File: config.mk
export PLATFORM = sky130hd
export DESIGN_NAME = ip_codma_crc_stream
export DESIGN_NICKNAME = d
export VERILOG_FILES = /design/src/rtl/ip_codma_crc_pkg.sv /design/src/rtl/ip_codma_crc_step.sv /design/src/rtl/ip_codma_crc_stream.sv
export SDC_FILE = /design/constraint.sdc
export NUM_CORES = 1
export LEC_CHECK = 0
export CAP_MARGIN = 20
export CORE_ASPECT_RATIO = 0.6
export CORE_MARGIN = 3
export CORE_UTILIZATION = 30
export CTS_CLUSTER_DIAMETER = 40
export CTS_CLUSTER_SIZE = 40
export DETAILED_ROUTE_END_ITERATION = 7
export DONT_BUFFER_PORTS = 1
export GPL_TIMING_DRIVEN = 0
export PLACE_DENSITY = 0.47
export SLEW_MARGIN = 25
export SYNTH_ARGS = -nofsm -noshare
export SYNTH_HDL_FRONTEND = slang
export SYNTH_HIERARCHICAL = 1
export SYNTH_SLANG_ARGS = --single-unit
File: constraint.sdc
create_clock -name clk_i -period 2.14 [get_ports clk_i]
set_clock_uncertainty 0.1 [all_clocks]
set_input_delay 0.321 -clock clk_i [delete_from_list [all_inputs] [get_ports clk_i]]
set_output_delay 0.321 -clock clk_i [all_outputs]
set_load 0.05 [all_outputs]
File: src/rtl/ip_codma_crc_pkg.sv
// Shared types, polynomial presets and helpers for the CoDMA streaming CRC block.
package ip_codma_crc_pkg;

    typedef enum logic [1:0] {
        ST_IDLE  = 2'd0,
        ST_SHIFT = 2'd1,
        ST_DONE  = 2'd2
    } crc_state_e;

    localparam logic [15:0] CRC16_CCITT_POLY = 16'h1021;
    localparam logic [31:0] CRC32_POLY       = 32'h04C11DB7;

    // Reverses the low w bits of v; bits at and above w come back as zero.
    function automatic logic [31:0] bitrev(input logic [31:0] v, input int unsigned w);
        logic [31:0] r;
        r = '0;
        for (int unsigned i = 0; i < 32; i++) begin
            if (i < w) begin
                r[i[4:0]] = v[5'(w - 1 - i)];
            end
        end
        return r;
    endfunction

endpackage

File: src/rtl/ip_codma_crc_step.sv
// Combinational fold of BITS_PER_CYCLE message bits into a CRC, bits_i MSB first.
// Zero latency, no flow control.
module ip_codma_crc_step #(
    parameter int                CRC_W          = 16,
    parameter logic [CRC_W-1:0]  POLY           = 'h1021,
    parameter int                BITS_PER_CYCLE = 8
) (
    input  logic [CRC_W-1:0]          crc_i,
    input  logic [BITS_PER_CYCLE-1:0] bits_i,
    output logic [CRC_W-1:0]          crc_o
);

    logic [CRC_W-1:0] acc;
    logic             fb;

    always_comb begin
        acc = crc_i;
        fb  = 1'b0;
        for (int i = BITS_PER_CYCLE - 1; i >= 0; i--) begin
            fb  = acc[CRC_W-1] ^ bits_i[i];
            acc = {acc[CRC_W-2:0], 1'b0} ^ (fb ? POLY : '0);
        end
        crc_o = acc;
    end

endmodule

File: src/rtl/ip_codma_crc_stream.sv
// Streaming CRC: one word accepted per N+1 cycles (N = DATA_W/BITS_PER_CYCLE), result held in DONE
// until crc_ready_i; data_ready_o only in IDLE. CODMA_CRC_CHECK_EN enables the crc_match_o comparator.
module ip_codma_crc_stream
    import ip_codma_crc_pkg::*;
#(
    parameter int                CRC_W          = 16,
    parameter logic [CRC_W-1:0]  POLY           = 'h1021,
    parameter logic [CRC_W-1:0]  INIT           = 'hFFFF,
    parameter logic [CRC_W-1:0]  XOR_OUT        = 'h0000,
    parameter int                DATA_W         = 32,
    parameter int                BITS_PER_CYCLE = 8,
    parameter bit                REFLECT_IN     = 1'b0,
    parameter bit                REFLECT_OUT    = 1'b0
) (
    input  logic              clk_i,
    input  logic              reset_n_i,
    input  logic              clear_i,
    input  logic [DATA_W-1:0] data_i,
    input  logic              data_valid_i,
    input  logic              data_last_i,
    output logic              data_ready_o,
    output logic [CRC_W-1:0]  crc_o,
    output logic              crc_valid_o,
    input  logic              crc_ready_i,
    input  logic [CRC_W-1:0]  expect_i,
    output logic              crc_match_o
);

    localparam int N      = DATA_W / BITS_PER_CYCLE;
    localparam int BEAT_W = (N > 1) ? $clog2(N) : 1;
    localparam logic [BEAT_W-1:0] LAST_BEAT = BEAT_W'(N - 1);

    if (CRC_W < 8 || CRC_W > 32) begin : g_bad_crc_w
        $error("ip_codma_crc_stream: CRC_W must be within 8..32");
    end
    if (BITS_PER_CYCLE < 1 || BITS_PER_CYCLE > DATA_W) begin : g_bad_bpc
        $error("ip_codma_crc_stream: BITS_PER_CYCLE must be within 1..DATA_W");
    end
    if ((DATA_W % BITS_PER_CYCLE) != 0) begin : g_bad_div
        $error("ip_codma_crc_stream: DATA_W must be a multiple of BITS_PER_CYCLE");
    end

    crc_state_e        state_q;
    logic [CRC_W-1:0]  crc_q;
    logic [CRC_W-1:0]  crc_d;
    logic [DATA_W-1:0] data_q;
    logic [DATA_W-1:0] data_ord;
    logic              last_q;
    logic [BEAT_W-1:0] beat_q;
    logic              ready_q;
    logic              valid_q;
    logic [CRC_W-1:0]  crc_rev;
    logic [CRC_W-1:0]  crc_fin;

    // The word is stored in feed order so SHIFT always consumes the top bits.
    always_comb begin
        data_ord = '0;
        for (int i = 0; i < DATA_W; i++) begin
            data_ord[i] = REFLECT_IN ? data_i[DATA_W-1-i] : data_i[i];
        end
    end

    ip_codma_crc_step #(
        .CRC_W          (CRC_W),
        .POLY           (POLY),
        .BITS_PER_CYCLE (BITS_PER_CYCLE)
    ) u_step (
        .crc_i  (crc_q),
        .bits_i (data_q[DATA_W-1 -: BITS_PER_CYCLE]),
        .crc_o  (crc_d)
    );

    always_ff @(posedge clk_i or negedge reset_n_i) begin
        if (!reset_n_i) begin
            state_q <= ST_IDLE;
            crc_q   <= INIT;
            data_q  <= '0;
            last_q  <= 1'b0;
            beat_q  <= '0;
            ready_q <= 1'b0;
            valid_q <= 1'b0;
        end else if (clear_i) begin
            state_q <= ST_IDLE;
            crc_q   <= INIT;
            beat_q  <= '0;
            ready_q <= 1'b1;
            valid_q <= 1'b0;
        end else begin
            case (state_q)
                ST_IDLE: begin
                    ready_q <= 1'b1;
                    if (data_valid_i && ready_q) begin
                        data_q  <= data_ord;
                        last_q  <= data_last_i;
                        beat_q  <= '0;
                        ready_q <= 1'b0;
                        state_q <= ST_SHIFT;
                    end
                end
                ST_SHIFT: begin
                    crc_q  <= crc_d;
                    data_q <= data_q << BITS_PER_CYCLE;
                    beat_q <= beat_q + 1'b1;
                    if (beat_q == LAST_BEAT) begin
                        beat_q <= '0;
                        if (last_q) begin
                            valid_q <= 1'b1;
                            state_q <= ST_DONE;
                        end else begin
                            ready_q <= 1'b1;
                            state_q <= ST_IDLE;
                        end
                    end
                end
                ST_DONE: begin
                    if (crc_ready_i) begin
                        crc_q   <= INIT;
                        valid_q <= 1'b0;
                        ready_q <= 1'b1;
                        state_q <= ST_IDLE;
                    end
                end
                default: begin
                    state_q <= ST_IDLE;
                    ready_q <= 1'b0;
                    valid_q <= 1'b0;
                end
            endcase
        end
    end

    assign crc_rev      = CRC_W'(bitrev(32'(crc_q), CRC_W));
    assign crc_fin      = (REFLECT_OUT ? crc_rev : crc_q) ^ XOR_OUT;
    assign crc_o        = valid_q ? crc_fin : '0;
    assign crc_valid_o  = valid_q;
    assign data_ready_o = ready_q;

`ifdef CODMA_CRC_CHECK_EN
    assign crc_match_o = valid_q && (crc_o == expect_i);
`else
    logic expect_unused;
    assign expect_unused = ^expect_i;
    assign crc_match_o   = 1'b0;
`endif

endmodule

After elaboration in Yosys (flattened, before gate mapping)
Index checks and enable logic that the tools add are counted.

storage, ports and cells
  RAM bits = 0
  bits in latches = 0
  input bits = 54
  memories = 0
  memory bits (read-only) = 0
  flip-flop bits (word level) = 55

operators by class
  add/sub/neg operators = 1
  mux-type cells = 35
  equality and inequality tests = 10
  divide/modulo/power cells = 0
  shift operators = 0
  reduce and logical (&&, ||, !) cells = 12
  bitwise operators = 17
  magnitude comparators = 0
  multiply operators = 0

operators by type and width
  operator             count
  $xor 16x16->16       8
  $mux 13              8
  $pmux 32 s2          1
  $mux 16              3
  $mux 32              1
  $pmux 16 s2          1
  $mux 2               8
  $ne 3x3->1 const B   5
  $reduce_and 3->1     4
  $mux 1               9
  $xor 1x1->1          8
  $pmux 1 s3           2
  $pmux 2 s3           1
  $reduce_bool 3->1    2
  $eq 2x2->1 const B   2
  $ne 2x2->1 const B   2
  $pmux 2 s2           1
  $reduce_and 2->1     2
  $reduce_and 4->1     1
  $add 2x1->2 const B  1
  $eq 2x1->1 const B   1
  $logic_not 2->1      1
  $reduce_bool 2->1    1
  $logic_and 1x1->1    1
  $not 1->1            1

Depth between registers and ports, before layout
  word-level depth = 26
  mapped depth = 8
  mapped depth without buffers = 5

Modules after synthesis
Netlist, hierarchy kept.

by module, submodules not included
  module               times used  area each (sq um)  sequential area each (sq um)  cells an instance
  ip_codma_crc_stream  1           2887.8             1396.3                        251
  ip_codma_crc_step    1           395.4              0.0                           26

Least setup slack after synthesis
OpenSTA, ideal clock, no wires.

  path kind = reg2out
  from = register valid_q (netlist: crc_valid_o)
  to = output port crc_o[10]
  buffers on the path = 1
  arrival = 1824 ps
  stages on the path, launching flop included = 4
  data required time = 1719 ps
  setup slack = -105 ps
  path through = dfrtp_1 clkinv_1 clkbuf_1 nor2_1

on the way
  longest elaborated chain between the ends = 1

ends and longest elaborated chain
  element                 RTL line                    RTL
  start, declared         ip_codma_crc_stream.sv:51   logic valid_q;
  start signal, assigned  ip_codma_crc_stream.sv:81   valid_q <= 1'b0;
  start signal, assigned  ip_codma_crc_stream.sv:87   valid_q <= 1'b0;
  start signal, assigned  ip_codma_crc_stream.sv:107  valid_q <= 1'b1;
  $mux 16                 ip_codma_crc_stream.sv:134  assign crc_o = valid_q ? crc_fin : '0;
  end, declared           ip_codma_crc_stream.sv:22   output logic [CRC_W-1:0] crc_o,

No other way between the ends.

Worst setup path after layout
  from = register ready_q (netlist: data_ready_o)
  to = register data_q[8]

on the way
  longest elaborated chain between the ends = 3

ends and longest elaborated chain
  element                     RTL line                    RTL
  start, declared             ip_codma_crc_stream.sv:50   logic ready_q;
  start signal, assigned      ip_codma_crc_stream.sv:80   ready_q <= 1'b0;
  start signal, assigned      ip_codma_crc_stream.sv:86   ready_q <= 1'b1;
  start signal, assigned      ip_codma_crc_stream.sv:91   ready_q <= 1'b1;
  $logic_and 1x1->1           ip_codma_crc_stream.sv:92   if (data_valid_i && ready_q) begin
  $ne 2x2->1 (no line)        n/a
  $reduce_and 3->1 (no line)  n/a
  end signal, assigned        ip_codma_crc_stream.sv:93   data_q <= data_ord;
  end signal, assigned        ip_codma_crc_stream.sv:102  data_q <= data_q << BITS_PER_CYCLE;
  end, declared               ip_codma_crc_stream.sv:46   logic [DATA_W-1:0] data_q;

No other way between the ends.
A chain may end at the register's enable or synchronous reset.

==> metrics.txt <==
status=finished clean; Rows=28; Total GRT Usage=0.138; Tmin final=2.04 ns; P&R area growth vs syn=17.3%; first-pass GRT wire length=13,000 um; Worst path slowest cell=dfrtp_1; Synth top area share=0.297; Inst Count DP=412; Startpoint Class=flop; routed wire length=8190 um; vias=2,090; # Max-Cap Violations=0; clock sink count=55; Critical Path Source=data_ready_o; vias in the first global route=2,186; Hold WC Path Type=primary input to flop; hpwl dp=5870 um; I/O Pins=73; root buf cell=clkbuf_16; final count of negative-setup-slack endpoints=0; final worst-path cycle share=0.953; RSZ-0062 raised after global routing=no; Worst Path Buf+Inv=2; most frequent cell after synthesis=dfrtp_1; Pwr Density=1610 nW/um2; Hold Crit Start=data_last_i; final hold vios=0; Yosys warning count=6; pin count of the biggest net entering global routing=56; final worst setup slack=0.101 ns; CORE AREA=10,300 um2; Initial Utilization=0.320; DP Area=3450 um2; Synthesized Nets=337; CTS buffer count=5; relative slew slack=0.579; fin nets=352; critical path's top delay family=flip-flops; kind of end point of the critical path=flop; crit-path cells=a21boi_4 > nor3_4 > buf_12 > buf_6 > mux2_4; main flop type after synthesis=dfrtp_1; worst-path fanout max=10; finished layout cell area=3850 um2; RePlAce Congestion=0.758; die width=141 um; drt via density=4.88; Routed WL per cell=19.1 um; worst slew pin tran=0.632 ns; worst slack, placed=-0.484 ns; post-synthesis cell count=277; worst skew pair latency=0.30 ns; total gr overflow=0; IO Port Bufs=0; FF-to-FF setup slack=0.10 ns; Clock Tree Buf Depth=2; Non-Filler Instances=428; leading cell types by count after synthesis=dfrtp_1, inv_1, mux2_2; syn avg cell area=11.9 um2; ys async rst share=1.00; Seq/Total Area, Yosys=0.425; area leader, netlist=dfrtp_1; Setup Crit Path Kind=flop to flop; Die H=87.0 um; final-report max-slew violation count=0; post-detailed-route count of antenna-violating nets=0; TritonCTS clock tree=built; Die Area=12,300 um2; Fmax achieved=490 MHz; Max stage delay on crit path=0.75 ns; Pre-antenna DRT Iters=4; Initial DRC Count=122; initial antenna violation count=2; Remaining DRCs=0; cell area after synthesis=3280 um2; Core Util, Final=0.375; R2R Path Start=data_ready_o; setup TNS=0 ns; Post-synth EDFFs=0; share of cells above drive strength 1=0.420; post-synth cell types=40; # diodes=0; number of synthesized register bits=55; Critical Path RT=2.23 ns; top cells by area, synth=dfrtp_1, dfstp_2, mux2_4; htree depth=2; P_leak=1.76 nW; Clock transition at path regs=0.08 ns; Max VDD drop=455 uV; crit path DAT=2.13 ns
[cell type report]
cell class	instances	area [um2]
clock inverters	3	46.3
repair buffers	8	113
flip-flops and latches	55	1400
clock buffers	5	125
plain buffers	19	143
inverters	30	115
well taps	135	169
multi-input cells	173	1740
fillers	999	6410
[cell families (layout without fill, tap and decap cells)]
logic type      after synthesis  after routing  synth area share
mux                          48             48             0.189
buf+inv                      49             65            0.0724
compound gates               40             40            0.0758
fa+ha+maj                     6              6            0.0229
xor+xnor                     24             24             0.117
other cells                   1              1           0.00114
simple gates                 54             54            0.0968
flops                        55             55             0.425
[layer usage]
| layer | track usage | share of wire |
|---|---|---|
| met5 | 0 | 0.0029 |
| met4 | 0.0264 | 0.0076 |
| met3 | 0.0538 | 0.082 |
| met2 | 0.172 | 0.37 |
| met1 | 0.219 | 0.54 |
[final timing paths]
kind / end / cells past startpoint
max: data_q[8] / 5
min: last_q / 2
max reg2reg: data_q[8] / 5
min reg2reg: data_q[19] / 1
max in group asynchronous: crc_fin[14] / 2
min in group asynchronous: crc_valid_o / 2
[per-stage QoR]
step                      power [W]  hold WS [ns]
after floorplan             0.00444       -0.0746
after global placement      0.00497       -0.0725
after CTS                   0.00615        0.0567
after global routing        0.00660        0.0603
final                       0.00621        0.0614
after detailed placement    0.00501       -0.0721
[cells in the final DEF, fill, tap and decap left out, types with 3 or more instances in the layout]
cell	netlist	final
mux2_4	21	21
xnor3_1	5	5
dfstp_2	16	16
nand3b_1	9	9
clkbuf_16	0	6
clkbuf_2	0	3
buf_6	5	4
dfrtp_1	39	38
xnor2_2	3	3
inv_1	29	29
nor4_1	16	16
xnor2_1	8	8
xor3_1	3	3
nor2_2	1	7
mux2_2	27	27
ha_1	6	5
buf_4	3	7
a21oi_1	18	18
xor2_1	3	3
buf_2	4	4
o21ai_0	12	12
nor2_4	0	10
clkbuf_1	7	3
o41ai_1	3	3
[registers in the layout, summed over array words and instances (netlist names)]
name and count:
crc_fin 16, last_q 1, crc_valid_o 1, beat_q 2, data_ready_o 1, data_q 32, state_q 2
[worst reg2reg max path, cell delays in order, from the launching register on]
cell	delay (ns)
dfrtp_1	0.75
a21boi_4	0.20
nor3_4	0.24
buf_12	0.15
buf_6	0.18
mux2_4	0.31
[power breakdown]
group	switching [W]	internal [W]
combinational	0.00156	0.00179
sequential	0.000353	0.00153
clock	0.000412	0.000558
total	0.00232	0.00388
[repair_timing]
item,CTS,global route
buffers inserted,1,4
endpoints found under the setup margin,37,54
endpoints found under the hold margin,55,0
hold buffers,2,0
gates cloned,0,1
pin swaps,11,2
resized for setup,32,7
(Power assumes the default switching activity.)
